`config.mk`:
```
export PLATFORM = sky130hd
export DESIGN_NAME = sr_latch_driver_flat
export DESIGN_NICKNAME = d
export VERILOG_FILES = /design/src/rtl/sr_latch_driver_if.sv /design/src/rtl/sr_latch_driver.sv /design/src/flat_wrapper.sv
export SDC_FILE = /design/constraint.sdc
export NUM_CORES = 1
export LEC_CHECK = 0
export CAP_MARGIN = 0
export CORE_MARGIN = 4
export CORE_UTILIZATION = 30
export DETAILED_ROUTE_END_ITERATION = 10
export GPL_ROUTABILITY_DRIVEN = 0
export GPL_TIMING_DRIVEN = 0
export PLACE_DENSITY = 0.56
export REMOVE_ABC_BUFFERS = 1
export SYNTH_ARGS = -nofsm -noshare
export SYNTH_HDL_FRONTEND = slang
export SYNTH_SLANG_ARGS = --single-unit
```
`constraint.sdc`:
```
create_clock -name clk -period 1.6 [get_ports clk]
set_clock_uncertainty 0.2 [all_clocks]
set_input_delay 0.48 -clock clk [delete_from_list [all_inputs] [get_ports clk]]
set_output_delay 0.48 -clock clk [all_outputs]
set_load 0.02 [all_outputs]
```
`src/rtl/sr_latch_driver_if.sv`:
```
// sr_latch_driver_if: command handshake, latch drive and latch feedback bundle
interface sr_latch_driver_if;
  logic cmd_valid;
  logic cmd_set;
  logic cmd_ready;
  logic S_bar;
  logic R_bar;
  logic q_in;
  logic q_bar_in;
  logic done;
  logic sts_q;
  logic err;
  logic err_clr;
  logic busy;
  modport master (
    output cmd_valid, cmd_set, q_in, q_bar_in, err_clr,
    input  cmd_ready, S_bar, R_bar, done, sts_q, err, busy
  );
  modport slave (
    input  cmd_valid, cmd_set, q_in, q_bar_in, err_clr,
    output cmd_ready, S_bar, R_bar, done, sts_q, err, busy
  );
endinterface

```
`src/rtl/sr_latch_driver.sv`:
```
// sr_latch_driver: turns set/reset commands into exclusive active-low latch pulses and verifies the result
module sr_latch_driver #(
  parameter int PULSE_W = 2,
  parameter int GAP_W   = 1,
  parameter int CNT_W   = 4
) (
  input  logic                clk,
  input  logic                rst,
  sr_latch_driver_if.slave    bus
);
  typedef enum logic [1:0] {IDLE, PULSE, CHECK, GAP} state_t;
  state_t state, state_n;
  logic [CNT_W-1:0] cnt, cnt_n;
  logic cmd_reg, cmd_n, match;
  // latch must sit at the commanded value with complementary outputs
  assign match = (bus.q_in == cmd_reg) && (bus.q_bar_in != bus.q_in);
  assign bus.cmd_ready = state == IDLE;
  assign bus.busy = state != IDLE;
  // next state, counter and command capture
  always_comb begin
    state_n = state;
    cnt_n = cnt;
    cmd_n = cmd_reg;
    case (state)
      IDLE: if (bus.cmd_valid) begin
        state_n = PULSE;
        cnt_n = CNT_W'(PULSE_W - 1);
        cmd_n = bus.cmd_set;
      end
      PULSE: begin
        state_n = cnt == '0 ? CHECK : PULSE;
        cnt_n = cnt == '0 ? cnt : cnt - 1'b1;
      end
      CHECK: begin
        state_n = GAP;
        cnt_n = CNT_W'(GAP_W - 1);
      end
      default: begin
        state_n = cnt == '0 ? IDLE : GAP;
        cnt_n = cnt == '0 ? cnt : cnt - 1'b1;
      end
    endcase
  end
  // bars are decoded from the next state so at most one can ever be low
  always_ff @(posedge clk) begin
    if (rst) begin
      state <= IDLE;
      cnt <= '0;
      cmd_reg <= 1'b0;
      bus.S_bar <= 1'b1;
      bus.R_bar <= 1'b1;
      bus.done <= 1'b0;
      bus.sts_q <= 1'b0;
      bus.err <= 1'b0;
    end else begin
      state <= state_n;
      cnt <= cnt_n;
      cmd_reg <= cmd_n;
      bus.S_bar <= !(state_n == PULSE && cmd_n);
      bus.R_bar <= !(state_n == PULSE && !cmd_n);
      bus.done <= state == CHECK;
      bus.sts_q <= state == CHECK ? bus.q_in : bus.sts_q;
      bus.err <= (state == CHECK && !match) || (bus.err && !bus.err_clr);
    end
  end
endmodule

```
`src/flat_wrapper.sv`:
```
// flat-port wrapper written by rule: the top's interface ports become plain ports
module sr_latch_driver_flat 
#(
  parameter int PULSE_W = 2,
  parameter int GAP_W   = 1,
  parameter int CNT_W   = 4
)
  (clk, rst, bus_cmd_valid, bus_cmd_set, bus_q_in, bus_q_bar_in, bus_err_clr, bus_cmd_ready, bus_S_bar, bus_R_bar, bus_done, bus_sts_q, bus_err, bus_busy);
  sr_latch_driver_if bus_i ();
  input  logic clk;
  input  logic rst;
  input wire logic [$bits(bus_i.cmd_valid)-1:0] bus_cmd_valid;
  input wire logic [$bits(bus_i.cmd_set)-1:0] bus_cmd_set;
  input wire logic [$bits(bus_i.q_in)-1:0] bus_q_in;
  input wire logic [$bits(bus_i.q_bar_in)-1:0] bus_q_bar_in;
  input wire logic [$bits(bus_i.err_clr)-1:0] bus_err_clr;
  output wire logic [$bits(bus_i.cmd_ready)-1:0] bus_cmd_ready;
  output wire logic [$bits(bus_i.S_bar)-1:0] bus_S_bar;
  output wire logic [$bits(bus_i.R_bar)-1:0] bus_R_bar;
  output wire logic [$bits(bus_i.done)-1:0] bus_done;
  output wire logic [$bits(bus_i.sts_q)-1:0] bus_sts_q;
  output wire logic [$bits(bus_i.err)-1:0] bus_err;
  output wire logic [$bits(bus_i.busy)-1:0] bus_busy;
  assign bus_i.cmd_valid = bus_cmd_valid;
  assign bus_i.cmd_set = bus_cmd_set;
  assign bus_i.q_in = bus_q_in;
  assign bus_i.q_bar_in = bus_q_bar_in;
  assign bus_i.err_clr = bus_err_clr;
  assign bus_cmd_ready = bus_i.cmd_ready;
  assign bus_S_bar = bus_i.S_bar;
  assign bus_R_bar = bus_i.R_bar;
  assign bus_done = bus_i.done;
  assign bus_sts_q = bus_i.sts_q;
  assign bus_err = bus_i.err;
  assign bus_busy = bus_i.busy;
  sr_latch_driver #(.PULSE_W(PULSE_W), .GAP_W(GAP_W), .CNT_W(CNT_W)) u_core (.clk(clk), .rst(rst), .bus(bus_i));
endmodule
```
==> results of run 1 <==
[cell type report]
| cell class | count | area [sq um] |
|---|---|---|
| sequential | 12 | 254 |
| timing repair buffer | 20 | 161 |
| multi-input combinational | 37 | 318 |
| fill | 147 | 751 |
| inverter | 5 | 18.8 |
| tap | 16 | 20.0 |
| clock buffer | 4 | 36.3 |
[power by group through the flow]
stage | Clock, W | Combinational (W) | Sequential [W]
2_1_floorplan | 0 | 0.000355 | 0.000507
3_3_place_gp | 0 | 0.000588 | 0.000486
3_5_place_dp | 0 | 0.000596 | 0.000487
4_1_cts | 0.000251 | 0.000748 | 0.000518
5_1_grt | 0.000268 | 0.00100 | 0.000529
6_report | 0.000236 | 0.000919 | 0.000513
[what timing repair did]
item,4_1_cts,5_1_grt
endpoints found under the setup margin,16,11
setup buffers,4,3
cloned,0,0
gates resized for setup,40,15
endpoints found under the hold margin,0,0
pin swaps,5,4
[kinds of logic after synthesis]
logic type / Yosys count
simple gates: 21
compound gates: 12
flops: 12
buf+inv: 8
mux: 2
xor+xnor: 1
fa+ha+maj: 1
[synthesized netlist by cell type (all sizes together)]
cell type and instances:
o221ai 1, nor2 6, inv 5, mux2i 2
nor4bb 1, o21bai 1, a211oi 2, xnor2 1
and2b 1, nor3 1, o21ai 2, dfxtp 12
nand2b 3, or3 1, nor2b 1, clkbuf 1
o31ai 1, or2 1, buf 2, nor3b 1
nand2 2, a21oi 4, nor4 1, ha 1
or4 2, o311ai 1
[metrics by stage]
step	TNS, ps	area, sq um	total power, W
after global placement	-4320	647	0.00107
after global routing	-256	808	0.00180
after detailed placement	-4150	647	0.00108
after floorplan	-933	497	0.000862
final	-30.0	808	0.00167
after CTS	-95.7	773	0.00152
[worst min-delay path, cell delays in order (launching register included)]
cell and delay, ps:
dfxtp_1 310, nand2b_1 60, a21oi_1 50
[worst max path at each step]
stage	to	startpoint	slack [ps]
after floorplan	u_core.cnt[0]	u_core.cnt[0]	-170
after global placement	u_core.cnt[0]	u_core.state[0]	-490
after CTS	bus_busy	u_core.state[0]	-60
after global routing	u_core.cnt[3]	u_core.cnt[1]	-80
after detailed placement	u_core.cnt[0]	bus_cmd_valid	-450
final	bus_busy	u_core.state[0]	-20
[placed cells by master (no fill, tap or decap), types with 2 or more instances in the layout]
| master | netlist | final |
|---|---|---|
| a21oi_1 | 4 | 2 |
| nor2_1 | 6 | 5 |
| clkbuf_2 | 0 | 5 |
| dfxtp_1 | 12 | 7 |
| clkbuf_4 | 0 | 3 |
| inv_1 | 5 | 2 |
| or4_4 | 0 | 2 |
| dfxtp_4 | 0 | 3 |
| a21oi_2 | 0 | 2 |
| nand2_1 | 2 | 2 |
| mux2i_1 | 2 | 2 |
| inv_2 | 0 | 3 |
| dfxtp_2 | 0 | 2 |
| buf_4 | 0 | 7 |
| nand2b_1 | 3 | 3 |
| buf_6 | 1 | 2 |
| a211oi_1 | 2 | 2 |
| clkdlybuf4s50_1 | 0 | 4 |
[layer usage]
metal / vias to the layer above / share of wire / wire length, microns
li1: 241 / - / -
met1: 216 / 0.44 / 520
met2: 7 / 0.51 / 603
met3: 2 / 0.029 / 34
met4: 0 / 0.012 / 14
met5: - / 0 / 0
==> impl_metrics.csv, run 1 <==
group,metric,value,unit
critical_path,cp_max_fo,5,
placed_design,hpwl,779,microns
critical_path,cp_cell_sequence,"nor2_4, inv_2, buf_6",
synth,synthTopCellsByArea,"dfxtp_1, nor2_1, a21oi_1",
worst_hold_path,min_to,"u_core.bus.err",
detailed_routing,drc_errors,0,
pwr,p_int,0.00106,W
cells_and_area,syn_to_final_growth,56.8,%
timing,timing.fmax,618,MHz
synth,ys_warn_count,0,
critical_path,crit_path_top_delay_cell,"dfxtp_4",
synth,synth_compound_area_frac,0.150,
timing,final_min_period_over_clock_period,1.01,
die,fp.dieArea,0.00245,sq mm
flow_run,cap_violations,0,
timing,hold_slack,271,ps
worst_hold_path,hold_class,"reg2reg",
global_route,grt_pass1_wl,2.08,mm
pwr,irDropWorstVdd,0.000898,V
synth,yosysSeqAreaShare,0.466,
outcome,failed_checks,"negative setup slack",
global_route,antenna_found_initial,0,
synth,synth_area,515,sq um
synth,synthCells,57,
global_route,gr-total-overflow,0,
pwr,combPwrFrac,0.551,
detailed_routing,drtPass1Iterations,4,
die,io_pins,14,
worst_hold_path,hold_depth,2,
clock_tree,clock_latency,270,ps
die,die_width,49.5,microns
detailed_routing,ant_nets,0,
cells_and_area,regMostFlops,"u_core.cnt",
global_route,grt_usage,0.111,
pwr,pwr-share-seq,0.308,
clock_tree,cts_made_buffers,3,
critical_path,cp.required,920,ps
clock_tree,root_buffer,"clkbuf_4",
clock_tree,cts.clk_slew.worst_paths,70,ps
pwr,cellPowerDensity,2060,mW/mm^2
detailed_routing,vias,466,
timing,worst_slew_pin_slew,412,ps
placed_design,placement.io_buffers,13,
timing,maxSlewHeadroom,0.725,
clock_tree,cts_tree,"built",
clock_tree,clock_sinks,12,
timing,hold_viol,0,
synth,synth.largest_area_cell,"dfxtp_1",
timing,setup_viol,2,
die,rows,14,
critical_path,endpoint_kind,"primary output",
pwr,p_switching,0.000612,W
clock_tree,htreeDepth,1,
timing,slew_violations,0,
pwr,switching_share,0.367,
critical_path,crit_type,"reg2out",
cells_and_area,final_core_util,0.518,
detailed_routing,drt_wl_total,1.17,mm
timing,min_period,1620,ps
global_route,grt_use_met1,0.130,
synth,synth-seq-cells,12,
critical_path,critical_path.top_delay_family,"flip-flops",
synth,synth_top_family_by_area,"simple AND/OR/NAND/NOR gates",
critical_path,cp.arrival,940,ps
global_route,grtUsageMet3,0.0482,
synth,synth_top_area_share,0.466,
critical_path,reg2regPathDepth,3,
pwr,clkPwrFrac,0.141,
synth,yosys.area_share.adder,0.0243,
synth,yosys.cell_types.count,28,
cells_and_area,reg.largest.list,"u_core.cnt x4, u_core.state x2",
synth,synth.area.mux_share,0.0388,
detailed_routing,avgRoutedWirePerCell,12.5,microns
cells_and_area,instances_no_fill,94,
critical_path,r2r_start,"u_core.cnt[1]",
global_route,busiest_layer,"met2",
outcome,outcome,"complete, but fails checks",
cells_and_area,nets,87,
die,coreArea,0.00156,sq mm
detailed_routing,routed_via_density,4.96,
global_route,use_met2,0.167,
die,start_util,0.331,
critical_path,regToRegEndpoint,"u_core.cnt[3]",
critical_path,cpPeakStageDelay,360,ps
cells_and_area,antenna-diode-count,0,
clock_tree,cts_buffer_depth,2,
global_route,grt_pass1_vias,484,
detailed_routing,drtIter0Drc,3,
clock_tree,hold_buffers,0,
critical_path,path_buf_inv,2,
timing,worst_slack,-19.1,ps
cells_and_area,largest_register_ffs,4,
synth,syn_avg_cell_area,9.04,sq um
synth,synth-xor-area-share,0.0170,
synth,synth-simple-area-share,0.231,
placed_design,dp_slack,-453,ps
critical_path,critical_path.startpoint_type,"flip-flop",
critical_path,reg2reg_slack,-10,ps
worst_hold_path,hp-start,"u_core.bus.err",
die,die_h,49.5,microns
timing,grt_setup_unrepaired,"true",
cells_and_area,drive_gt1_frac,0.474,
critical_path,cp_num_cells,3,
pwr,p_leak,0.335,nW
placed_design,dp_cells,83,
global_route,grt_max_degree,11,
Power figures use the tool's default switching activity.
==> run 2, diff against run 1 <==
--- a/config.mk
+++ b/config.mk
@@ -11,8 +11,8 @@
 export DETAILED_ROUTE_END_ITERATION = 10
 export GPL_ROUTABILITY_DRIVEN = 0
 export GPL_TIMING_DRIVEN = 0
-export PLACE_DENSITY = 0.56
 export REMOVE_ABC_BUFFERS = 1
 export SYNTH_ARGS = -nofsm -noshare
 export SYNTH_HDL_FRONTEND = slang
 export SYNTH_SLANG_ARGS = --single-unit
+export TNS_END_PERCENT = 10
==> impl_metrics.csv, run 2 (synthesis gave the netlist of run 1 again) <==
group,metric,value,unit
cells_and_area,instances_no_fill,91,
timing,maxSlewHeadroom,0.677,
cells_and_area,regMostFlops,"u_core.cnt",
placed_design,placement.io_buffers,13,
timing,hold_slack,273,ps
clock_tree,clock_sinks,12,
clock_tree,cts_made_buffers,3,
critical_path,crit_type,"reg2reg",
cells_and_area,reg.largest.list,"u_core.cnt x4, u_core.state x2",
pwr,p_total,0.00151,W
detailed_routing,ant_nets,0,
detailed_routing,drtIter0Drc,8,
placed_design,dp_cells,83,
die,io_pins,14,
die,start_util,0.331,
cells_and_area,layout_commonest_cell,"dfxtp_1",
timing,setup_viol,3,
pwr,p_switching,0.000570,W
placed_design,hpwl,795,microns
timing,hold_viol,0,
detailed_routing,drtPass1Iterations,2,
timing,min_period,1610,ps
outcome,failed_checks,"negative setup slack",
cells_and_area,syn_to_final_growth,51.0,%
clock_tree,root_buffer,"clkbuf_4",
clock_tree,cts_tree,"built",
timing,slew_violations,0,
die,die_width,49.5,microns
detailed_routing,avgRoutedWirePerCell,12.5,microns
die,coreArea,0.00156,sq mm
timing,worst_slew_pin_slew,484,ps
placed_design,dpl_cell_area,647,sq um
cells_and_area,largest_register_ffs,4,
pwr,p_int,0.000943,W
global_route,antenna_found_initial,0,
outcome,outcome,"complete, but fails checks",
cells_and_area,drive_gt1_frac,0.373,
timing,final_min_period_over_clock_period,1.01,
cells_and_area,antenna-diode-count,0,
timing,grt_setup_unrepaired,"true",
flow_run,cap_violations,0,
critical_path,cp_max_fo,8,
cells_and_area,nets,84,
critical_path,cp.arrival,1620,ps
critical_path,endpoint_kind,"flip-flop",
detailed_routing,routed_via_density,5.11,
global_route,grt_pass1_vias,415,
die,rows,14,
pwr,combPwrFrac,0.507,
worst_hold_path,hold_class,"reg2reg",
pwr,cellPowerDensity,1940,mW/mm^2
pwr,switching_share,0.377,
pwr,irDropWorstVdd,0.00117,V
pwr,p_leak,0.326,nW
detailed_routing,vias,465,
clock_tree,cts_buffer_depth,2,
clock_tree,clock_latency,270,ps
pwr,clkPwrFrac,0.158,
timing,finalSetupTns,-29.8,ps
cells_and_area,design_area,778,sq um
global_route,grt_usage,0.0993,
cells_and_area,most-common-layout-cells,"dfxtp_1, nor2_1, buf_4",
global_route,grt_pass1_wl,1.86,mm
detailed_routing,drc_errors,0,
critical_path,critical_path.startpoint_type,"flip-flop",
detailed_routing,drt_wl_total,1.14,mm
global_route,gr-total-overflow,0,
die,fp.dieArea,0.00245,sq mm
critical_path,cp.required,1600,ps
pwr,pwr-share-seq,0.335,
timing,worst_slack,-13.2,ps
clock_tree,cts.clk_slew.worst_paths,80,ps
global_route,grt_max_degree,11,
die,die_h,49.5,microns
timing,timing.fmax,620,MHz
clock_tree,htreeDepth,1,
[run 2: layout make-up]
cell class,count,area (sq um)
Inverter,5,18.8
Timing Repair Buffer,17,149
Multi-Input combinational cell,37,303
Clock buffer,4,36.3
Sequential cell,12,251
Fill cell,138,781
Tap cell,16,20.0
[run 2: final timing paths]
kind | from | slack (ps) | endpoint | cells past startpoint
worst min-delay path | u_core.bus.err | 270 | u_core.bus.err | 2
worst max register to register | u_core.cnt[1] | -10 | u_core.cnt[2] | 5
worst min register to register | u_core.bus.err | 270 | u_core.bus.err | 2
worst max-delay path | u_core.cnt[1] | -10 | u_core.cnt[2] | 5
[run 2: per-stage QoR]
stage	worst slack [ps]	util
3_3_place_gp	-495	0.415
5_1_grt	-76.9	0.499
3_5_place_dp	-572	0.415
6_report	-13.2	0.499
4_1_cts	-215	0.453
2_1_floorplan	-165	-
[run 2: power by group through the flow]
stage               Clock [W]  Sequential [W]  Combinational, W
finish               0.000240        0.000507          0.000766
global route         0.000260        0.000522          0.000841
global placement            0        0.000483          0.000585
detailed placement          0        0.000486          0.000597
floorplan                   0        0.000507          0.000355
CTS                  0.000248        0.000514          0.000603
[run 2: what timing repair did]
item,CTS,global route
hold endpoints to repair,0,0
buffers inserted,0,5
setup endpoints to repair,16,15
resized for setup,22,23
pin swaps,0,8
hold buffers,0,0
[run 2: worst max-delay path, cell delays in order, from the launching register on]
cell and delay [ps]:
dfxtp_2 340, inv_2 40, ha_4 150, nor4bb_4 170, or4_1 510, a21oi_1 130
[run 2: routing by layer]
| metal | wire length (microns) | part of all wire | GRT usage |
|---|---|---|---|
| met1 | 527 | 0.46 | 0.127 |
| met2 | 561 | 0.49 | 0.150 |
| met3 | 28 | 0.025 | 0.0181 |
| met4 | 19 | 0.017 | 0.0691 |
| met5 | 0 | 0 | 0 |
